===== config.mk =====
export PLATFORM = sky130hd
export DESIGN_NAME = fixed_mul_seq_flat
export DESIGN_NICKNAME = d
export VERILOG_FILES = /design/src/rtl/fixed_mul_seq_if.sv /design/src/rtl/fixed_mul_seq.sv /design/src/flat_wrapper.sv
export SDC_FILE = /design/constraint.sdc
export NUM_CORES = 1
export LEC_CHECK = 0
export ABC_AREA = 0
export BUFFER_PORTS_ARGS = -buffer_cell sky130_fd_sc_hd__buf_2
export CAP_MARGIN = 20
export CORE_MARGIN = 2
export CORE_UTILIZATION = 25
export DETAILED_ROUTE_END_ITERATION = 10
export MAX_ROUTING_LAYER = met4
export PLACE_DENSITY = 0.41
export REMOVE_ABC_BUFFERS = 1
export SKIP_CTS_REPAIR_TIMING = 1
export SYNTH_ARGS = -nofsm -noshare
export SYNTH_HDL_FRONTEND = slang
export SYNTH_SLANG_ARGS = --single-unit

===== constraint.sdc =====
create_clock -name clk -period 3.8 [get_ports clk]
set_clock_uncertainty 0.15 [all_clocks]
set_input_delay 0.76 -clock clk [delete_from_list [all_inputs] [get_ports clk]]
set_output_delay 0.76 -clock clk [all_outputs]
set_load 0.02 [all_outputs]

===== src/rtl/fixed_mul_seq_if.sv =====
// Handshake and operand/result bundle for the sequential fixed-point multiplier.
// The master issues start with operands; the slave reports status and the product.
interface fixed_mul_seq_if #(
    parameter int WIDTH = 32
);
    logic             start_i;
    logic             busy_o;
    logic             done_o;
    logic             valid_o;
    logic             ovf_o;
    logic [WIDTH-1:0] a_i;
    logic [WIDTH-1:0] b_i;
    logic [WIDTH-1:0] val_o;

    modport master (
        output start_i, a_i, b_i,
        input  busy_o, done_o, valid_o, ovf_o, val_o
    );

    modport slave (
        input  start_i, a_i, b_i,
        output busy_o, done_o, valid_o, ovf_o, val_o
    );
endinterface


===== src/rtl/fixed_mul_seq.sv =====
// Iterative signed fixed-point multiplier: one multiplier bit per cycle on magnitudes,
// then scale, saturate and re-apply the sign. Fixed latency of WIDTH+2 cycles.
module fixed_mul_seq #(
    parameter int WIDTH = 32,
    parameter int FBITS = 14
) (
    input logic            clk,
    input logic            reset_i,
    fixed_mul_seq_if.slave bus
);
    localparam int AW = 2 * WIDTH;
    localparam int CW = $clog2(WIDTH + 1);

    localparam logic [AW-1:0]    MAX_POS_MAG = {{(WIDTH + 1){1'b0}}, {(WIDTH - 1){1'b1}}};
    localparam logic [AW-1:0]    MAX_NEG_MAG = {{WIDTH{1'b0}}, 1'b1, {(WIDTH - 1){1'b0}}};
    localparam logic [WIDTH-1:0] SAT_POS     = {1'b0, {(WIDTH - 1){1'b1}}};
    localparam logic [WIDTH-1:0] SAT_NEG     = {1'b1, {(WIDTH - 1){1'b0}}};

    typedef enum logic [1:0] {
        S_IDLE,
        S_CALC,
        S_FINAL
    } state_t;

    state_t           state;
    state_t           state_next;
    logic             load;
    logic             step;
    logic             finish;

    logic [AW-1:0]    mcand;
    logic [AW-1:0]    acc;
    logic [WIDTH-1:0] mplier;
    logic [CW-1:0]    cnt;
    logic             sign;

    logic [AW-1:0]    mag;
    logic [WIDTH-1:0] mag_w;
    logic [WIDTH-1:0] res;
    logic             res_ovf;

    logic [WIDTH-1:0] val_q;
    logic             ovf_q;
    logic             done_q;
    logic             valid_q;

    // Most negative input maps to 2^(WIDTH-1), which still fits unsigned in WIDTH bits.
    function automatic logic [WIDTH-1:0] abs_val(input logic [WIDTH-1:0] x);
        return x[WIDTH-1] ? (~x + 1'b1) : x;
    endfunction

    // NOTE: sequential state uses non-blocking assignments so every register samples
    // pre-edge values; blocking here would create order-dependent simulation races.
    always_ff @(posedge clk or negedge reset_i) begin
        if (!reset_i) state <= S_IDLE;
        else          state <= state_next;
    end

    // NOTE: every output of this block gets a default first, so no path leaves a
    // variable unassigned and no latch is inferred.
    always_comb begin
        state_next = state;
        load       = 1'b0;
        step       = 1'b0;
        finish     = 1'b0;
        unique case (state)
            S_IDLE: begin
                if (bus.start_i) begin
                    load       = 1'b1;
                    state_next = S_CALC;
                end
            end
            S_CALC: begin
                step = 1'b1;
                if (cnt == CW'(WIDTH - 1)) state_next = S_FINAL;
            end
            S_FINAL: begin
                finish     = 1'b1;
                state_next = S_IDLE;
            end
            default: state_next = S_IDLE;
        endcase
    end

    // Scale back to FBITS, truncating the magnitude (i.e. toward zero), then saturate.
    always_comb begin
        mag     = acc >> FBITS;
        mag_w   = mag[WIDTH-1:0];
        res_ovf = sign ? (mag > MAX_NEG_MAG) : (mag > MAX_POS_MAG);
        if (res_ovf) res = sign ? SAT_NEG : SAT_POS;
        else         res = sign ? (~mag_w + 1'b1) : mag_w;
    end

    always_ff @(posedge clk or negedge reset_i) begin
        if (!reset_i) begin
            mcand   <= '0;
            acc     <= '0;
            mplier  <= '0;
            cnt     <= '0;
            sign    <= 1'b0;
            val_q   <= '0;
            ovf_q   <= 1'b0;
            done_q  <= 1'b0;
            valid_q <= 1'b0;
        end else begin
            done_q <= finish;
            if (load) begin
                mcand   <= {{WIDTH{1'b0}}, abs_val(bus.a_i)};
                mplier  <= abs_val(bus.b_i);
                acc     <= '0;
                cnt     <= '0;
                sign    <= bus.a_i[WIDTH-1] ^ bus.b_i[WIDTH-1];
                valid_q <= 1'b0;
            end
            if (step) begin
                if (mplier[0]) acc <= acc + mcand;
                mcand  <= mcand << 1;
                mplier <= mplier >> 1;
                cnt    <= cnt + 1'b1;
            end
            if (finish) begin
                val_q   <= res;
                ovf_q   <= res_ovf;
                valid_q <= 1'b1;
            end
        end
    end

    assign bus.busy_o  = (state != S_IDLE);
    assign bus.done_o  = done_q;
    assign bus.valid_o = valid_q;
    assign bus.ovf_o   = ovf_q;
    assign bus.val_o   = val_q;
endmodule


===== src/flat_wrapper.sv =====
// flat-port wrapper written by rule: the top's interface ports become plain ports
module fixed_mul_seq_flat 
#(
    parameter int WIDTH = 32,
    parameter int FBITS = 14
)
  (clk, reset_i, bus_start_i, bus_a_i, bus_b_i, bus_busy_o, bus_done_o, bus_valid_o, bus_ovf_o, bus_val_o);
  fixed_mul_seq_if #(.WIDTH(WIDTH)) bus_i ();
  input logic clk;
  input logic reset_i;
  input wire logic [$bits(bus_i.start_i)-1:0] bus_start_i;
  input wire logic [$bits(bus_i.a_i)-1:0] bus_a_i;
  input wire logic [$bits(bus_i.b_i)-1:0] bus_b_i;
  output wire logic [$bits(bus_i.busy_o)-1:0] bus_busy_o;
  output wire logic [$bits(bus_i.done_o)-1:0] bus_done_o;
  output wire logic [$bits(bus_i.valid_o)-1:0] bus_valid_o;
  output wire logic [$bits(bus_i.ovf_o)-1:0] bus_ovf_o;
  output wire logic [$bits(bus_i.val_o)-1:0] bus_val_o;
  assign bus_i.start_i = bus_start_i;
  assign bus_i.a_i = bus_a_i;
  assign bus_i.b_i = bus_b_i;
  assign bus_busy_o = bus_i.busy_o;
  assign bus_done_o = bus_i.done_o;
  assign bus_valid_o = bus_i.valid_o;
  assign bus_ovf_o = bus_i.ovf_o;
  assign bus_val_o = bus_i.val_o;
  fixed_mul_seq #(.WIDTH(WIDTH), .FBITS(FBITS)) u_core (.clk(clk), .reset_i(reset_i), .bus(bus_i));
endmodule

# Word-level counts from Yosys, hierarchy flattened
# Index checks and enable logic that the tools add are counted.
[word_totals]
rom_bits = 0
ff_bits = 204
mem_bits_rw = 0
out_inout_bits = 36
in_bits = 67
latch_bits = 0
n_memories = 0
[classes]
n_reduce_logical = 5
n_bitwise = 4
mul = 0
mux = 24
n_lt_le_gt_ge = 2
shifts = 0
n_div = 0
n_addsub = 5
n_eq_ne = 5
[op_table]
columns = ["operator", "count"]
rows = [
  ["$mux W64", 5],
  ["$mux W32", 7],
  ["$add A32 B1 Y32 const B", 3],
  ["$not A32 Y32", 3],
  ["$add A64 B64 Y64", 1],
  ["$gt A50 B31 Y1 const B", 1],
  ["$gt A50 B32 Y1 const B", 1],
  ["$mux W6", 2],
  ["$mux W1", 7],
  ["$add A6 B1 Y6 const B", 1],
  ["$eq A6 B5 Y1 const B", 1],
  ["$reduce_bool A2 Y1", 3],
  ["$mux W2", 2],
  ["$pmux W2 S2", 1],
  ["$eq A2 B1 Y1 const B", 1],
  ["$eq A2 B2 Y1 const B", 1],
  ["$logic_not A2 Y1", 1],
  ["$ne A2 B1 Y1 const B", 1],
  ["$ne A2 B2 Y1 const B", 1],
  ["$reduce_and A2 Y1", 1],
  ["$xor A1 B1 Y1", 1],
]

# Longest topological paths before layout
[depth]
depth_word = 5
mapped_depth = 14
ltp_nobuf = 12

# Least setup slack after synthesis
# Ideal clock, no wire load.
[synth_path]
path_type = "input port to flip-flop"
start = "input port bus_a_i[9]"
end = "register u_core.mcand[29]"
setup_ns = 0.132
cell_stages = 10
n_path_buf = 0
arrival_time_ns = 3.869
slack_ns = -0.352
required_ns = 3.518
path_cell_list = "or4_4 or3_4 or4_4 or3_4 or4_4 or4_4 o41ai_2 xnor2_1 mux2i_1 o21ai_1"
[synth_between]
elab_chain_cells = 5
[synth_lines]
columns = ["element", "line", "text"]
rows = [
  ["from (decl)", "flat_wrapper.sv:12", "input wire logic [$bits(bus_i.a_i)-1:0] bus_a_i;"],
  ["$not A32 Y32", "fixed_mul_seq.sv:49", "return x[WIDTH-1] ? (~x + 1'b1) : x;"],
  ["$add A32 B1 Y32", "fixed_mul_seq.sv:49", ""],
  ["$mux W32", "fixed_mul_seq.sv:49", ""],
  ["$mux W64", "fixed_mul_seq.sv:107", "if (load) begin"],
  ["$mux W64", "fixed_mul_seq.sv:115", "if (step) begin"],
  ["to (signal assigned)", "fixed_mul_seq.sv:108", "mcand <= {{WIDTH{1'b0}}, abs_val(bus.a_i)};"],
  ["to (signal assigned)", "fixed_mul_seq.sv:117", "mcand <= mcand << 1;"],
  ["to (decl)", "fixed_mul_seq.sv:31", "logic [AW-1:0] mcand;"],
]
# Every way passes these cells. The select of a mux whose other input is x is not followed.
# A chain may end at the register's enable or synchronous reset.

# Worst setup path in the final report
[layout_path]
start = "register u_core.acc[20]"
end = "register u_core.val_q[10], in the netlist u_core.bus.val_o[10]"
[layout_between]
elab_chain_cells = 4
elab_cells_between_ends = 7
classes_between = "1 x add/sub; 2 x order compare; 3 x mux; 1 x bitwise"
[layout_lines]
columns = ["element", "line", "text"]
rows = [
  ["from (decl)", "fixed_mul_seq.sv:32", "logic [AW-1:0] acc;"],
  ["from (signal assigned)", "fixed_mul_seq.sv:116", "if (mplier[0]) acc <= acc + mcand;"],
  ["$not A32 Y32", "fixed_mul_seq.sv:91", "else res = sign ? (~mag_w + 1'b1) : mag_w;"],
  ["$add A32 B1 Y32", "fixed_mul_seq.sv:91", ""],
  ["$mux W32", "fixed_mul_seq.sv:91", ""],
  ["$mux W32 *", "fixed_mul_seq.sv:90", "if (res_ovf) res = sign ? SAT_NEG : SAT_POS;"],
  ["to (signal assigned)", "fixed_mul_seq.sv:122", "val_q <= res;"],
  ["to (decl)", "fixed_mul_seq.sv:42", "logic [WIDTH-1:0] val_q;"],
]
# Mark *: on every way between the ends. The rest lies on a longest branch, timed or not.

==> results.txt <==
Slew Viols, Final: 0
P per Cell Area: 775 nW/um^2
Clock transition at path regs: 0.06 ns
Delay-heaviest family, CP: simple AND/OR/NAND/NOR gates
DR WL/cell: 16.4 um
Startpoint Class: flip-flop
Mapped Area: 13400 um^2
CP Buf/Inv Count: 1
Synth unique cells: 63
CTS max path bufs: 3
Flop-to-flop setup slack: 0.01 ns
Main synth FF type: dfrtp_1
EDFF count, synth: 0
Yosys warning count: 0
Reg2Reg Depth: 11
Critical-path cell list: or4_4 > or3_4 > or3_4 > or4_4 > or2_1 > or4_4 > o21ai_4 > a21boi_4 > buf_12 > nor2_1 > o22a_1
FILL cells: 5552
Vias per inst: 4.94
Setup TNS: 0 ns
Final Power: 0.0130 W
Total CTS buffers: 26
Status: finished, violations left
Worst Path Required: 4.12 ns
Crit path time final: 3.79 ns
Critical Path AT: 4.11 ns
Die height: 236 um
CP Max Fanout: 22
Final hold viol count: 1
Post-synth ARST share: 100%
Die area: 55500 um^2
GRT Overall Usage: 14.8%
Yosys top cell area share: 38.0%
Worst Tran Pin Value: 0.808 ns
Vias in the first global route: 12400
Synth area leader: dfrtp_1
Routed Antenna Nets: 0
Total clock sinks: 204
Core Footprint: 52800 um^2
TritonCTS clock tree: done
# setup viols final: 0
Layout cell share with drive strength beyond 1: 20.4%
Syn_area_per_cell: 8.69 um^2
Met2 Wirelength: 18.6 mm
Cells taking the most area after synthesis: dfrtp_1 38%, o21ai_0 8.2%, xor2_1 6.5%, ha_1 6.2%, nand2_1 5.8%
Mapped Cells: 1544
DR vias: 12100
Slew headroom: 45.9%
RD Place Congestion: 0.849
Initial Util: 25.4%
Initial antenna violation count: 0
Number of detailed-route iterations in the first pass: 5
Most used cell, CP: or4_4
H-tree levels: 1
Utilization after layout: 31.8%
Peak VDD IR: 0.338 mV
Reg2reg start: u_core.acc[20]
WL met1: 19.8 mm
Slowest CP cell: or4_4
Wire length on met3: 1.31 mm
Clock root buffer: clkbuf_16
Highest Signal Layer: met4
Hold WS: -0.00649 ns
# IOs: 103
Drt total wl: 40.2 mm
WS Path Type: reg -> reg
Die X-Extent: 236 um
Max_cap viols: 0
Area growth, synth to finish: 25.2%
Dpl hpwl: 30.1 mm
Finished layout cell area: 16800 um^2
Worst setup EP type: flip-flop
Gr ovfl total: 0
ANT cells: 0
Largest net degree at the start of global routing: 68
Leak Pwr: 7.37 nW
Site Rows: 84
Unrepaired setup endpoints after global routing: true
Later-pin clock latency in the skew report: 0.54 ns
Stages on worst setup path: 11
DRT iter0 DRCs: 557
I/O Buffers: 102
Drc violations: 0
Yosys reg bits: 204
Hold/Removal Path Class: in -> async
Tcrit/Tclk final: 99.6%
Sequential share of the synthesized area: 38.0%
Global-route wire length before repair: 66.2 mm
Achievable Freq: 264 MHz
Violated checks: negative hold slack
Final nets: 1876
CP peak stage delay: 0.53 ns
Post-DP Area: 15700 um^2
RR Endpoint: u_core.bus.val_o[10]
==> report_power, final <==
part | total [W] | switching (W) | internal [W]
combinational | 0.00699 | 0.00389 | 0.00309
sequential | 0.00354 | 0.000663 | 0.00287
clock | 0.00249 | 0.000981 | 0.00151
total | 0.0130 | 0.00554 | 0.00748
==> flip-flops by register name, indices dropped and copies added, names as in the netlist <==
| register | cells |
|---|---|
| u_core.mcand | 64 |
| u_core.sign | 1 |
| u_core.cnt | 6 |
| u_core.bus.ovf_o | 1 |
| u_core.state | 2 |
| u_core.mplier | 32 |
| u_core.bus.done_o | 1 |
| u_core.bus.valid_o | 1 |
| u_core.acc | 64 |
| u_core.bus.val_o | 32 |
==> worst max-delay path by stage <==
stage,startpoint,to,slack (ns)
floorplan,u_core.state[1],u_core.mcand[1],-3.20
global placement,bus_a_i[9],u_core.mcand[27],-0.53
detailed placement,bus_a_i[9],u_core.mcand[27],-0.55
CTS,u_core.acc[0],u_core.acc[56],-0.28
global route,u_core.acc[20],u_core.bus.val_o[18],-0.12
finish,u_core.acc[20],u_core.bus.val_o[10],0.01
==> synthesized netlist by cell type (4+ instances only) <==
master      n
a21oi_1    80
a211oi_1    6
nand3_1    19
inv_1      19
o41ai_1     9
o21a_1      9
o21ai_1     5
a31oi_1     7
ha_1       67
a22oi_1    58
o21ai_0   221
or3_1      13
o211ai_1    5
nand4_1    24
buf_2       4
o22a_1     33
nor2_1     72
nand2b_1   10
and2_1     10
and3_1     11
dfrtp_1   204
nor3_1     12
o22ai_1     4
o31ai_1    29
xor2_1    100
a221o_1     6
mux2i_1     7
a21o_1     43
xnor2_1    48
nand2_1   209
nor4_1     11
or4_1      24
or4_4       4
o21bai_1   14
nor2b_1    13
clkbuf_1   86
==> cell type report <==
class / count / area [um^2] / area share [%]
clock inverter: 9 / 100 / 0.596
tap: 688 / 861 / 5.12
multi-input combinational: 1228 / 8130 / 48.4
timing repair buffer: 262 / 1770 / 10.5
inverter: 19 / 71.3 / 0.425
sequential: 204 / 5100 / 30.4
clock buffer: 39 / 761 / 4.53
==> stage by stage <==
step,instances,hold slack (ns),setup WS (ns)
6_report,2449,-0.00649,0.0134
5_1_grt,2449,0.0152,-0.117
4_1_cts,2443,-0.00634,-0.276
3_5_place_dp,2395,0.328,-0.547
3_3_place_gp,2395,0.308,-0.528
2_1_floorplan,1451,0.299,-3.20
==> cell usage in the layout (no fill, tap or decap), types with 9 or more instances in the layout <==
cell | netlist | final
a21o_1 | 43 | 43
a21oi_1 | 80 | 79
a22oi_1 | 58 | 58
and2_1 | 10 | 10
and3_1 | 11 | 11
buf_2 | 4 | 99
buf_4 | 0 | 157
clkbuf_16 | 0 | 27
dfrtp_1 | 204 | 204
ha_1 | 67 | 67
inv_1 | 19 | 19
nand2_1 | 209 | 207
nand2b_1 | 10 | 9
nand3_1 | 19 | 19
nand4_1 | 24 | 24
nor2_1 | 72 | 56
nor2_2 | 0 | 12
nor2b_1 | 13 | 11
nor3_1 | 12 | 12
nor4_1 | 11 | 11
o21a_1 | 9 | 9
o21ai_0 | 221 | 215
o21bai_1 | 14 | 14
o22a_1 | 33 | 32
o31ai_1 | 29 | 28
or3_1 | 13 | 11
or4_1 | 24 | 21
xnor2_1 | 48 | 47
xor2_1 | 100 | 99
==> logic make-up (layout without fill, tap and decap cells) <==
kind of cell / Yosys count / in the layout / share of synthesized area (%)
AO/OA/AOI/OAI: 562 / 562 / 26.5
AND/OR/NAND/NOR: 443 / 443 / 15.7
flip-flops: 204 / 204 / 38.0
XOR/XNOR: 148 / 148 / 9.66
buffers and inverters: 112 / 329 / 3.17
adder cells (fa/ha/maj): 68 / 68 / 6.40
multiplexers: 7 / 7 / 0.522
==> metal layers <==
metal  global-route usage [%]  vias up
li1                         -     6052
met5                        -        -
met4                     2.32        0
met2                     24.0      165
met1                     19.8     5854
met3                     2.16       35
(Power assumes the default switching activity.)
